$ cat src/rtl/cpu_cycle_sequencer_pkg.sv
// Shared types and constants for the M6502 cycle sequencer: FSM state
// encoding, T-state bit indices, T-state ring operations and the decoder
// enables bit index that drives timing_done.
package cpu_cycle_sequencer_pkg;

  // Address of the reset vector low byte; the high byte follows it.
  localparam logic [15:0] RESET_VECTOR_DEFAULT = 16'hFFFC;

  // Decoder enables vector: width and the bit that ends an instruction.
  localparam int EN_W            = 16;
  localparam int EN_TIMING_RESET = 0;

  typedef enum logic [2:0] {
    ST_RST_WAIT = 3'd0,
    ST_VEC_LO   = 3'd1,
    ST_VEC_HI   = 3'd2,
    ST_LOAD_PC  = 3'd3,
    ST_RUN      = 3'd4,
    ST_JAM      = 3'd5
  } seq_state_e;

  // Bit positions of each T-state in the one-hot timing vector.
  typedef enum logic [2:0] {
    T0 = 3'd0, T1 = 3'd1, T2 = 3'd2, T3 = 3'd3,
    T4 = 3'd4, T5 = 3'd5, T6 = 3'd6, T7 = 3'd7
  } tstate_e;

  typedef enum logic [1:0] {
    RING_HOLD    = 2'd0,
    RING_CLEAR   = 2'd1,
    RING_LOAD_T0 = 2'd2,
    RING_ADVANCE = 2'd3
  } ring_op_e;

  // Extracts the timing-reset enable from the decoder enables vector;
  // the integration level feeds this into timing_done.
  function automatic logic timing_reset_en(input logic [EN_W-1:0] enables);
    return enables[EN_TIMING_RESET];
  endfunction

endpackage

$ cat src/rtl/cpu_cycle_sequencer_t_state_ring.sv
// 8-bit one-hot T-state ring: clear, load T0, advance one T-state or hold.
// overflow_o flags that the ring sits on T7 and cannot advance further.
module cpu_cycle_sequencer_t_state_ring
  import cpu_cycle_sequencer_pkg::*;
(
  input  logic       clk_i,
  input  logic       rst_ni,
  input  logic       en_i,
  input  ring_op_e   op_i,
  output logic [7:0] ring_o,
  output logic       overflow_o
);

  logic [7:0] ring_q;
  logic [7:0] ring_d;

  // Next ring value for the requested operation.
  always_comb begin
    ring_d = ring_q;
    case (op_i)
      RING_CLEAR:   ring_d = 8'h00;
      RING_LOAD_T0: ring_d = 8'h01;
      RING_ADVANCE: ring_d = {ring_q[6:0], 1'b0};
      default:      ring_d = ring_q;
    endcase
  end

  // Ring register; en_i low freezes it.
  always_ff @(posedge clk_i or negedge rst_ni) begin
    if (!rst_ni) begin
      ring_q <= 8'h00;
    end else if (en_i) begin
      ring_q <= ring_d;
    end
  end

  assign ring_o     = ring_q;
  assign overflow_o = ring_q[T7];

endmodule

$ cat src/rtl/cpu_cycle_sequencer.sv
// Cycle-level controller for the M6502 core: runs the reset vector fetch,
// then sequences T-states per instruction until the decoder signals the
// last cycle, latching the opcode in T0. A runaway instruction past T7
// parks the sequencer in JAM until reset. rdy low freezes everything.
module cpu_cycle_sequencer
  import cpu_cycle_sequencer_pkg::*;
#(
  parameter logic [15:0] RESET_VECTOR       = RESET_VECTOR_DEFAULT,
  parameter int          RESET_DUMMY_CYCLES = 5
) (
  input  logic        clock,
  input  logic        reset_n,
  input  logic        rdy,
  input  logic [7:0]  data_in,
  input  logic        timing_done,
  output logic [7:0]  timing,
  output logic [7:0]  opcode,
  output logic        sync,
  output logic        decode_reset,
  output logic        vec_addr_en,
  output logic [15:0] vec_addr,
  output logic        pc_load,
  output logic [15:0] pc_load_value,
  output logic        jam
);

  localparam logic [3:0]  CNT_LAST    = 4'(RESET_DUMMY_CYCLES - 1);
  localparam logic [15:0] VEC_HI_ADDR = RESET_VECTOR + 16'd1;

  seq_state_e state_q, state_d;
  logic [3:0] cnt_q, cnt_d;
  logic [7:0] vec_lo_q, vec_lo_d;
  logic [7:0] vec_hi_q, vec_hi_d;
  logic [7:0] opcode_q, opcode_d;
  ring_op_e   ring_op;
  logic [7:0] timing_w;
  logic       t_overflow;

  cpu_cycle_sequencer_t_state_ring u_ring (
    .clk_i      (clock),
    .rst_ni     (reset_n),
    .en_i       (rdy),
    .op_i       (ring_op),
    .ring_o     (timing_w),
    .overflow_o (t_overflow)
  );

  // Next-state, latch enables, ring control and decoded outputs.
  always_comb begin
    state_d     = state_q;
    cnt_d       = cnt_q;
    vec_lo_d    = vec_lo_q;
    vec_hi_d    = vec_hi_q;
    opcode_d    = opcode_q;
    ring_op     = RING_HOLD;
    vec_addr_en = 1'b0;
    vec_addr    = RESET_VECTOR;
    pc_load     = 1'b0;
    sync        = 1'b0;
    case (state_q)
      ST_RST_WAIT: begin
        ring_op = RING_CLEAR;
        cnt_d   = cnt_q + 4'd1;
        if (cnt_q == CNT_LAST) state_d = ST_VEC_LO;
      end
      ST_VEC_LO: begin
        ring_op     = RING_CLEAR;
        vec_addr_en = 1'b1;
        vec_addr    = RESET_VECTOR;
        vec_lo_d    = data_in;
        state_d     = ST_VEC_HI;
      end
      ST_VEC_HI: begin
        ring_op     = RING_CLEAR;
        vec_addr_en = 1'b1;
        vec_addr    = VEC_HI_ADDR;
        vec_hi_d    = data_in;
        state_d     = ST_LOAD_PC;
      end
      ST_LOAD_PC: begin
        pc_load = 1'b1;
        ring_op = RING_LOAD_T0;
        state_d = ST_RUN;
      end
      ST_RUN: begin
        if (timing_w[T0]) begin
          // Decoder still holds the previous opcode here, so timing_done
          // is meaningless in T0 and the new opcode is captured instead.
          sync     = 1'b1;
          opcode_d = data_in;
          ring_op  = RING_ADVANCE;
        end else if (timing_done) begin
          ring_op = RING_LOAD_T0;
        end else if (!t_overflow) begin
          ring_op = RING_ADVANCE;
        end else begin
          state_d = ST_JAM;
        end
      end
      ST_JAM: begin
        ring_op = RING_HOLD;
      end
      default: begin
        state_d = ST_RST_WAIT;
      end
    endcase
  end

  // State, counter, vector bytes and opcode; rdy low holds all of them.
  always_ff @(posedge clock or negedge reset_n) begin
    if (!reset_n) begin
      state_q  <= ST_RST_WAIT;
      cnt_q    <= 4'd0;
      vec_lo_q <= 8'h00;
      vec_hi_q <= 8'h00;
      opcode_q <= 8'hEA;
    end else if (rdy) begin
      state_q  <= state_d;
      cnt_q    <= cnt_d;
      vec_lo_q <= vec_lo_d;
      vec_hi_q <= vec_hi_d;
      opcode_q <= opcode_d;
    end
  end

  assign timing        = timing_w;
  assign opcode        = opcode_q;
  assign decode_reset  = (state_q != ST_RUN);
  assign jam           = (state_q == ST_JAM);
  assign pc_load_value = {vec_hi_q, vec_lo_q};

endmodule

$ cat config.mk
export PLATFORM = sky130hd
export DESIGN_NAME = cpu_cycle_sequencer
export DESIGN_NICKNAME = d
export VERILOG_FILES = /design/src/rtl/cpu_cycle_sequencer_pkg.sv /design/src/rtl/cpu_cycle_sequencer_t_state_ring.sv /design/src/rtl/cpu_cycle_sequencer.sv
export SDC_FILE = /design/constraint.sdc
export NUM_CORES = 1
export LEC_CHECK = 0
export ABC_AREA = 1
export CELL_PAD_IN_SITES_DETAIL_PLACEMENT = 0
export CELL_PAD_IN_SITES_GLOBAL_PLACEMENT = 1
export CORE_MARGIN = 2
export CORE_UTILIZATION = 34
export CTS_CLUSTER_DIAMETER = 150
export DETAILED_ROUTE_END_ITERATION = 10
export MAX_ROUTING_LAYER = met4
export PLACE_DENSITY_LB_ADDON = 0.1
export SETUP_SLACK_MARGIN = 0.5
export SYNTH_ARGS = -nofsm -noshare
export SYNTH_HDL_FRONTEND = slang
export SYNTH_SLANG_ARGS = --single-unit
export TNS_END_PERCENT = 20
$ cat constraint.sdc
create_clock -name clock -period 1.7 [get_ports clock]
set_input_delay 0.34 -clock clock [delete_from_list [all_inputs] [get_ports clock]]
set_output_delay 0.34 -clock clock [all_outputs]
set_load 0.005 [all_outputs]
Yosys cells after proc, flatten, opt, wreduce, memory -nomap -nowiden. Index checks and enable logic that the tools add are counted.

Flip-flop bits (word level): 39. Output and inout port bits: 53.

Add/subtract/negate cells: 1. Equality and inequality tests: 14. Mux-type cells: 15. Bitwise gates (word level): 1. Reduce and logical (&&, ||, !) cells: 10.

Operator list (number): one-hot mux 8 bit (3 select lines) (1); one-hot mux 3 bit (6 select lines) (1); 2-to-1 mux 3 bit (4); AND reduction 2 bit (4); == test 3 x 2 -> 1 bit (second input constant) (2); == test 3 bit (second input constant) (2); 2-to-1 mux 2 bit (3); inequality test 2 bit (second input constant) (3); one-hot mux 2 bit (3 select lines) (1); AND reduction 6 bit (1); 2-to-1 mux 1 bit (5); adder 4 x 1 -> 4 bit (second input constant) (1); == test 2 bit (second input constant) (2); == test 4 x 3 -> 1 bit (second input constant) (1); == test 3 x 1 -> 1 bit (second input constant) (1); logical NOT 3 bit (1); inequality test 3 bit (second input constant) (1); AND reduction 3 bit (1); nonzero test 3 bit (1); OR reduction 3 bit (1); == test 2 x 1 -> 1 bit (second input constant) (1); inequality test 2 x 1 -> 1 bit (second input constant) (1); OR reduction 2 bit (1); inverter 1 bit (1).

Depth between registers and ports, before layout. Gate-level depths: netlist (run 1).

Depth in word-level cells: 7. Mapped depth: 9. Mapped depth without buffers: 9.

Cells and area by module. From an unflattened synthesis (run 1), not the netlist that was laid out.

Cell total of the unflattened synthesis: 203. Area, all modules: 1938.1 um2.

By module, submodules not included: cpu_cycle_sequencer (times used 1, cells each 164, area each 1537.7 um2, seq. area each 782.0 um2); cpu_cycle_sequencer_t_state_ring (times used 1, cells each 39, area each 400.4 um2, seq. area each 200.2 um2).

Worst setup path after synthesis (run 1). Ideal clock, no wire load.

Kind: reg-to-reg. From: register state_q[2]. To: register vec_hi_q[5]. Arrival: 1137 ps. Data required time: 1580 ps. Path slack: 443 ps. Cell stages (with the launch flop): 7. Buffers on the path: 2. Clock period less this slack: 1257 ps. Cell sequence: dfrtp_1 > buf_4 > nor3_2 > nand2_2 > buf_6 > nand2_2 > o21ai_2.

Word-level cells in the longest chain between the ends: 2.

Ends and longest elaborated chain: start: declaration (line cpu_cycle_sequencer.sv:30) `seq_state_e state_q, state_d;`; start signal: assignment (line cpu_cycle_sequencer.sv:118) `state_q <= state_d;`; == test 3 x 2 -> 1 bit (line cpu_cycle_sequencer.sv:60) `case (state_q)`; AND reduction 2 bit (no source line); end signal: assignment (line cpu_cycle_sequencer.sv:121) `vec_hi_q <= vec_hi_d;`; end: declaration (line cpu_cycle_sequencer.sv:33) `logic [7:0] vec_hi_q, vec_hi_d;`.

No other way between the ends. A chain may end at the register's enable or synchronous reset.

Worst setup path after layout (run 1).
From: register state_q[1]. To: output vec_addr_en.

Word-level cells in the longest chain between the ends: 3. Elaborated cells on any way between the ends: 4. Classes of those cells: eq/ne (2); mux (1); reduce/logical (1).

Ends and longest elaborated chain: == test 3 x 2 -> 1 bit or == test 3 x 1 -> 1 bit (tied branches) (line cpu_cycle_sequencer.sv:60); OR reduction 2 bit (no source line) (*); 2-to-1 mux 1 bit (*) (line cpu_cycle_sequencer.sv:60); end: declaration (line cpu_cycle_sequencer.sv:20) `output logic vec_addr_en,`.

Mark *: on every way between the ends. The rest lies on a longest branch, timed or not.

==> metrics, run 1 <==
status=completed; CP most frequent cell=nand2_2; via count=1,644; CP arrival=1.27 ns; Final Cycle Share=94.5%; GRT Residual Overflow=0; cell count after synthesis=211; Slew Viols, Final=0; TritonCTS clock tree=yes; Die W=79.9 um; Post-Syn Area=1960 um^2; Max Root-Sink Buffers=2; setup TNS=0 ns; Initial DRT Pass Iterations=4; FF+latch count, synth=39; leakage=1.48 nW; TritonCTS buffer count=5; Nets=315; VDD IR max=0.000656 V; area leader, netlist=dfrtp_1; clock skew=0.00209 ns; crit path max-delay cell type=dfrtp_2; global-route wire length before repair=7.40 mm; reg-to-reg startpoint=state_q[1]; Worst Hold Launch=cnt_q[3]; final WL=4.71 mm; Residual DRC=0; PD cells=1620 nW/um^2; Die Span Y=79.9 um; layout cells sized above 1=44.4%; worst setup path category=flip-flop to output pin; full die area=6390 um^2; antenna cells=0; top cells by area, synth=dfrtp_1 (43%), nand2_1 (11%), o21ai_2 (11%); Cell variety after synth=22; Rows=27; crit path buf inv count=2; endpoints failing setup=0; Final GP Congestion=0.857; Sw Pwr=1.72 mW; Final Hold Viols=0; IO Count=65; I/O Buffers=49; Worst-path clk slew=0.08 ns; DRT iter0 DRCs=68; vias in the first global route=1,551; hold slack=0.476 ns; r2r setup slk=0.11 ns; CP Capture Type=output pin; Clock H-tree levels=2; top-area cell type share of the netlist area=43.4%; Reg power frac=32.9%; Gate power share=52.9%; total power draw=4.84 mW; area growth from synthesis to layout=52.5%; CTS sink count=39; dpl hpwl=3.03 mm; Starting Density=35.4%; R2R cell count=12; CP cell instances=buf_6 -> nand2_2 -> nand2_2 -> nor2_2 -> buf_2; root buf cell=clkbuf_8; Avg WL per Cell=12.6 um; antenna-violating nets left=0; maximum fanout along the worst path=5; Synthesis Warnings=0; Setup crit start kind=flip-flop; sink of the worst hold path=cnt_q[3]; Mean Syn Cell Area=9.29 um^2; P_int=3.12 mW; HP Class=flip-flop to flip-flop; clock network fraction of design power=14.2%; max-cap viol count=0; Vias/cell=4.40; largest net degree at the start of global routing=26; Total GRT Usage=15.6%; CP delay by family, top=flip-flops; sequential area share after synthesis=50.1%; Critical R2R Capture=u_ring.ring_o[1]; CP required=1.36 ns; Core ar.=5540 um^2; Clock Latency Late Sink=0.28 ns; hold path depth=1; unrepaired setup endpoints after global routing=true; switching share of power=35.6%; Peak Freq=0.622 GHz; initial antenna violation count=0; Final Critical Period=1.61 ns; Slowest Stage Delay on Critical Path=0.46 ns
## what timing repair did
action / 4_1_cts / 5_1_grt
hold buffers: 1 / 0
endpoints found under the hold margin: 12 / 0
setup endpoints to repair: 77 / 75
pin swaps: 9 / 9
resized for setup: 80 / 22
buffers inserted: 25 / 3
## flip-flops by register name (all words and copies together), names as in the netlist
register	count
opcode	8
cnt_q	4
u_ring.ring_o	8
vec_lo_q	8
vec_hi_q	8
state_q	3
## worst max path at each step
stage | from | end | cells past startpoint
after floorplan | state_q[1] | opcode[6] | 7
after global placement | state_q[0] | vec_addr_en | 4
after detailed placement | state_q[2] | vec_addr[0] | 3
after CTS | state_q[1] | u_ring.ring_o[1] | 12
after global routing | state_q[1] | u_ring.ring_o[5] | 12
final | state_q[1] | vec_addr_en | 5
## power groups by stage
stage / clock network (mW) / logic, mW / registers (mW)
2_1_floorplan: 0 / 0.961 / 1.60
3_3_place_gp: 0 / 1.91 / 1.63
3_5_place_dp: 0 / 1.91 / 1.62
4_1_cts: 0.721 / 2.35 / 1.59
5_1_grt: 0.751 / 2.79 / 1.65
6_report: 0.688 / 2.56 / 1.59
## layer usage
metal	GRT usage [%]	share of wire, %	wire length (um)	vias up
met1	20.0	45	2110	780
li1	-	-	-	806
met3	3.96	4.4	206	11
met5	-	0	0	-
met4	6.27	2.2	103	0
met2	23.6	49	2290	47
## metrics by stage
stage | std cells | cell area (um^2) | util [%] | worst slack, ns
2_1_floorplan | 224 | 2020 | - | 0.480
3_3_place_gp | 337 | 2560 | 46.2 | 0.0604
3_5_place_dp | 337 | 2560 | 46.2 | 0.0600
4_1_cts | 371 | 2890 | 52.1 | 0.109
5_1_grt | 374 | 2990 | 54.0 | 0.0428
6_report | 374 | 2990 | 54.0 | 0.0931
## logic make-up after synthesis
logic type	synth area share, %
flip-flops	50.1
adder cells (fa/ha/maj)	1.28
buffers and inverters	12.4
AND/OR/NAND/NOR	23.0
XOR/XNOR	1.34
other	0.383
AO/OA/AOI/OAI	11.5
## Yosys cell counts, drive strengths merged
cell / n
a21oi: 3
nand3: 15
ha: 2
buf: 20
xnor2: 1
conb: 2
xor2: 2
nor3: 2
nor2: 16
dfstp: 5
dfrtp: 34
inv: 22
o21ai: 24
nand2: 63
## cells in the final DEF (no fill, tap or decap), types with 8 or more instances in the layout
master,instances
buf_2,12
buf_4,25
buf_6,14
clkdlybuf4s50_1,33
conb_1,15
dfrtp_1,30
inv_1,17
nand2_1,48
nand2_2,11
nor2_1,8
o21ai_2,24
## final cells by class
cell class,count,area [um^2]
fillers,527,2550
flip-flops and latches,39,987
multi-input cells,143,898
repair buffers,90,826
clock buffers,7,96.3
well taps,72,90.1
inverters,22,85.1
clock inverters,1,7.51
(Power assumes the default switching activity.)
==> run 2: changes to the inputs <==
Settings changed: CORE_ASPECT_RATIO from default to 0.9.
==> metrics, run 2 (same netlist as run 1, synthesis figures left out) <==
endpoints failing setup=0 (unchanged); antenna-violating nets left=0 (unchanged); area of the multi-input gates=903 um^2 (was 898 um^2); setup TNS=0 ns (unchanged); Die Span Y=76.0 um (was 79.9 um); IO Count=65 (unchanged); CTS sink count=39 (unchanged); DP Area=2560 um^2 (unchanged); largest net degree at the start of global routing=35 (was 26); Final Hold Viols=0 (unchanged); register area=986 um^2 (was 987 um^2); CP delay by family, top=flip-flops (unchanged); Starting Density=34.8% (was 35.4%); Avg WL per Cell=12.2 um (was 12.6 um); HP Class=primary input to async pin (was flip-flop to flip-flop); clock skew=0.00870 ns (was 0.00209 ns); Max Root-Sink Buffers=2 (unchanged); final WL=4.62 mm (was 4.71 mm); DRT iter0 DRCs=53 (was 68); Rows=26 (was 27); root buf cell=clkbuf_8 (unchanged); layout cells sized above 1=45.5% (was 44.4%); Die W=84.0 um (was 79.9 um); fillcell total=522 (was 527); status=completed (unchanged); worst setup path category=flip-flop to output pin (unchanged); Slew Viols, Final=0 (unchanged); Final Cycle Share=94.7% (was 94.5%); TritonCTS buffer count=5 (unchanged); CP arrival=1.27 ns (about the same); unrepaired setup endpoints after global routing=true (unchanged); VDD IR max=0.000724 V (was 0.000656 V); dpl hpwl=2.89 mm (was 3.03 mm); via count=1,643 (was 1,644); CP Capture Type=output pin (unchanged); CP required=1.36 ns (about the same); utilization after layout=53.9% (was 54.0%); post-route cell area=3030 um^2 (was 2990 um^2); area growth from synthesis to layout=54.7% (was 52.5%); Worst-path clk slew=0.08 ns (about the same); leakage=1.52 nW (was 1.48 nW); Vias/cell=4.35 (was 4.40); CP most frequent cell=buf_6 (was nand2_2); Total GRT Usage=14.3% (was 15.6%); Initial DRT Pass Iterations=4 (unchanged); CP cell instances=nor2_4 -> buf_6 -> buf_6 -> nand3_4 -> inv_2 -> buf_6 (was buf_6 -> nand2_2 -> nand2_2 -> nor2_2 -> buf_2); Residual DRC=0 (unchanged); maximum fanout along the worst path=4 (was 5); Clock Latency Late Sink=0.29 ns (was 0.28 ns); most common cell after layout, fill and taps aside=nand2_1 (unchanged); Final Critical Period=1.61 ns (about the same); PD cells=1570 nW/um^2 (was 1620 nW/um^2); crit path max-delay cell type=dfrtp_2 (unchanged); antenna cells=0 (unchanged); max-cap viol count=0 (unchanged); TritonCTS clock tree=yes (unchanged); Clock H-tree levels=2 (unchanged); crit path buf inv count=4 (was 2); most frequent cells in the layout=nand2_1 (44), clkdlybuf4s50_1 (33), dfrtp_1 (31) (was nand2_1 (48), clkdlybuf4s50_1 (33), dfrtp_1 (30)); hold slack=0.411 ns (was 0.476 ns); I/O Buffers=49 (unchanged); total power draw=4.78 mW (was 4.84 mW); full die area=6390 um^2 (about the same); Peak Freq=0.621 GHz (was 0.622 GHz); Slowest Stage Delay on Critical Path=0.46 ns (about the same); Nets=321 (was 315); initial antenna violation count=0 (unchanged); Core ar.=5630 um^2 (was 5540 um^2); vias in the first global route=1,524 (was 1,551); Setup crit start kind=flip-flop (unchanged); GRT Residual Overflow=0 (unchanged); Final GP Congestion=0.756 (was 0.857); global-route wire length before repair=7.22 mm (was 7.40 mm)
==> run 2: stage by stage <==
stage / std cells / setup slack [ns]
floorplan: 224 / 0.480
global placement: 337 / 0.0459
detailed placement: 337 / 0.0175
CTS: 371 / 0.0839
global route: 378 / 0.0262
finish: 378 / 0.0894
==> run 2: layout make-up <==
type / instances / share of cell area, %
multi-input combinational: 144 / 29.8
timing repair inverter: 2 / 0.743
timing repair buffer: 93 / 27.7
tap: 70 / 2.89
clock buffer: 7 / 3.18
inverter: 22 / 2.97
sequential: 39 / 32.5
clock inverter: 1 / 0.248
==> run 2: path summary, 6_finish.rpt <==
check	endpoint	from	cells after the start	slack (ns)
worst max-delay path	sync	state_q[1]	6	0.09
worst min-delay path	u_ring.ring_o[4]	reset_n	2	0.41
worst max register to register	opcode[3]	state_q[1]	10	0.12
worst min register to register	cnt_q[3]	cnt_q[3]	1	0.47
max in group asynchronous	opcode[3]	reset_n	3	0.80
min in group clock	cnt_q[3]	cnt_q[3]	1	0.47
==> run 2: repair_timing <==
action / 4_1_cts / 5_1_grt
pin swaps: 7 / 8
endpoints found under the hold margin: 5 / 0
endpoints found under the setup margin: 77 / 75
cloned: 0 / 3
hold buffers: 1 / 0
buffers inserted: 25 / 4
resized for setup: 75 / 40
==> run 2: power by group <==
part	total, mW	switching, mW	internal (mW)
registers	1.61	0.275	1.33
clock network	0.694	0.325	0.369
logic	2.47	1.06	1.41
==> run 2: metal layers <==
metal / routed length (um) / global-route usage (%) / vias up
met5: 0 / - / -
met4: 60 / 4.84 / 0
met3: 169 / 3.47 / 7
met2: 2170 / 21.6 / 38
met1: 2220 / 19.1 / 770
li1: - / - / 828
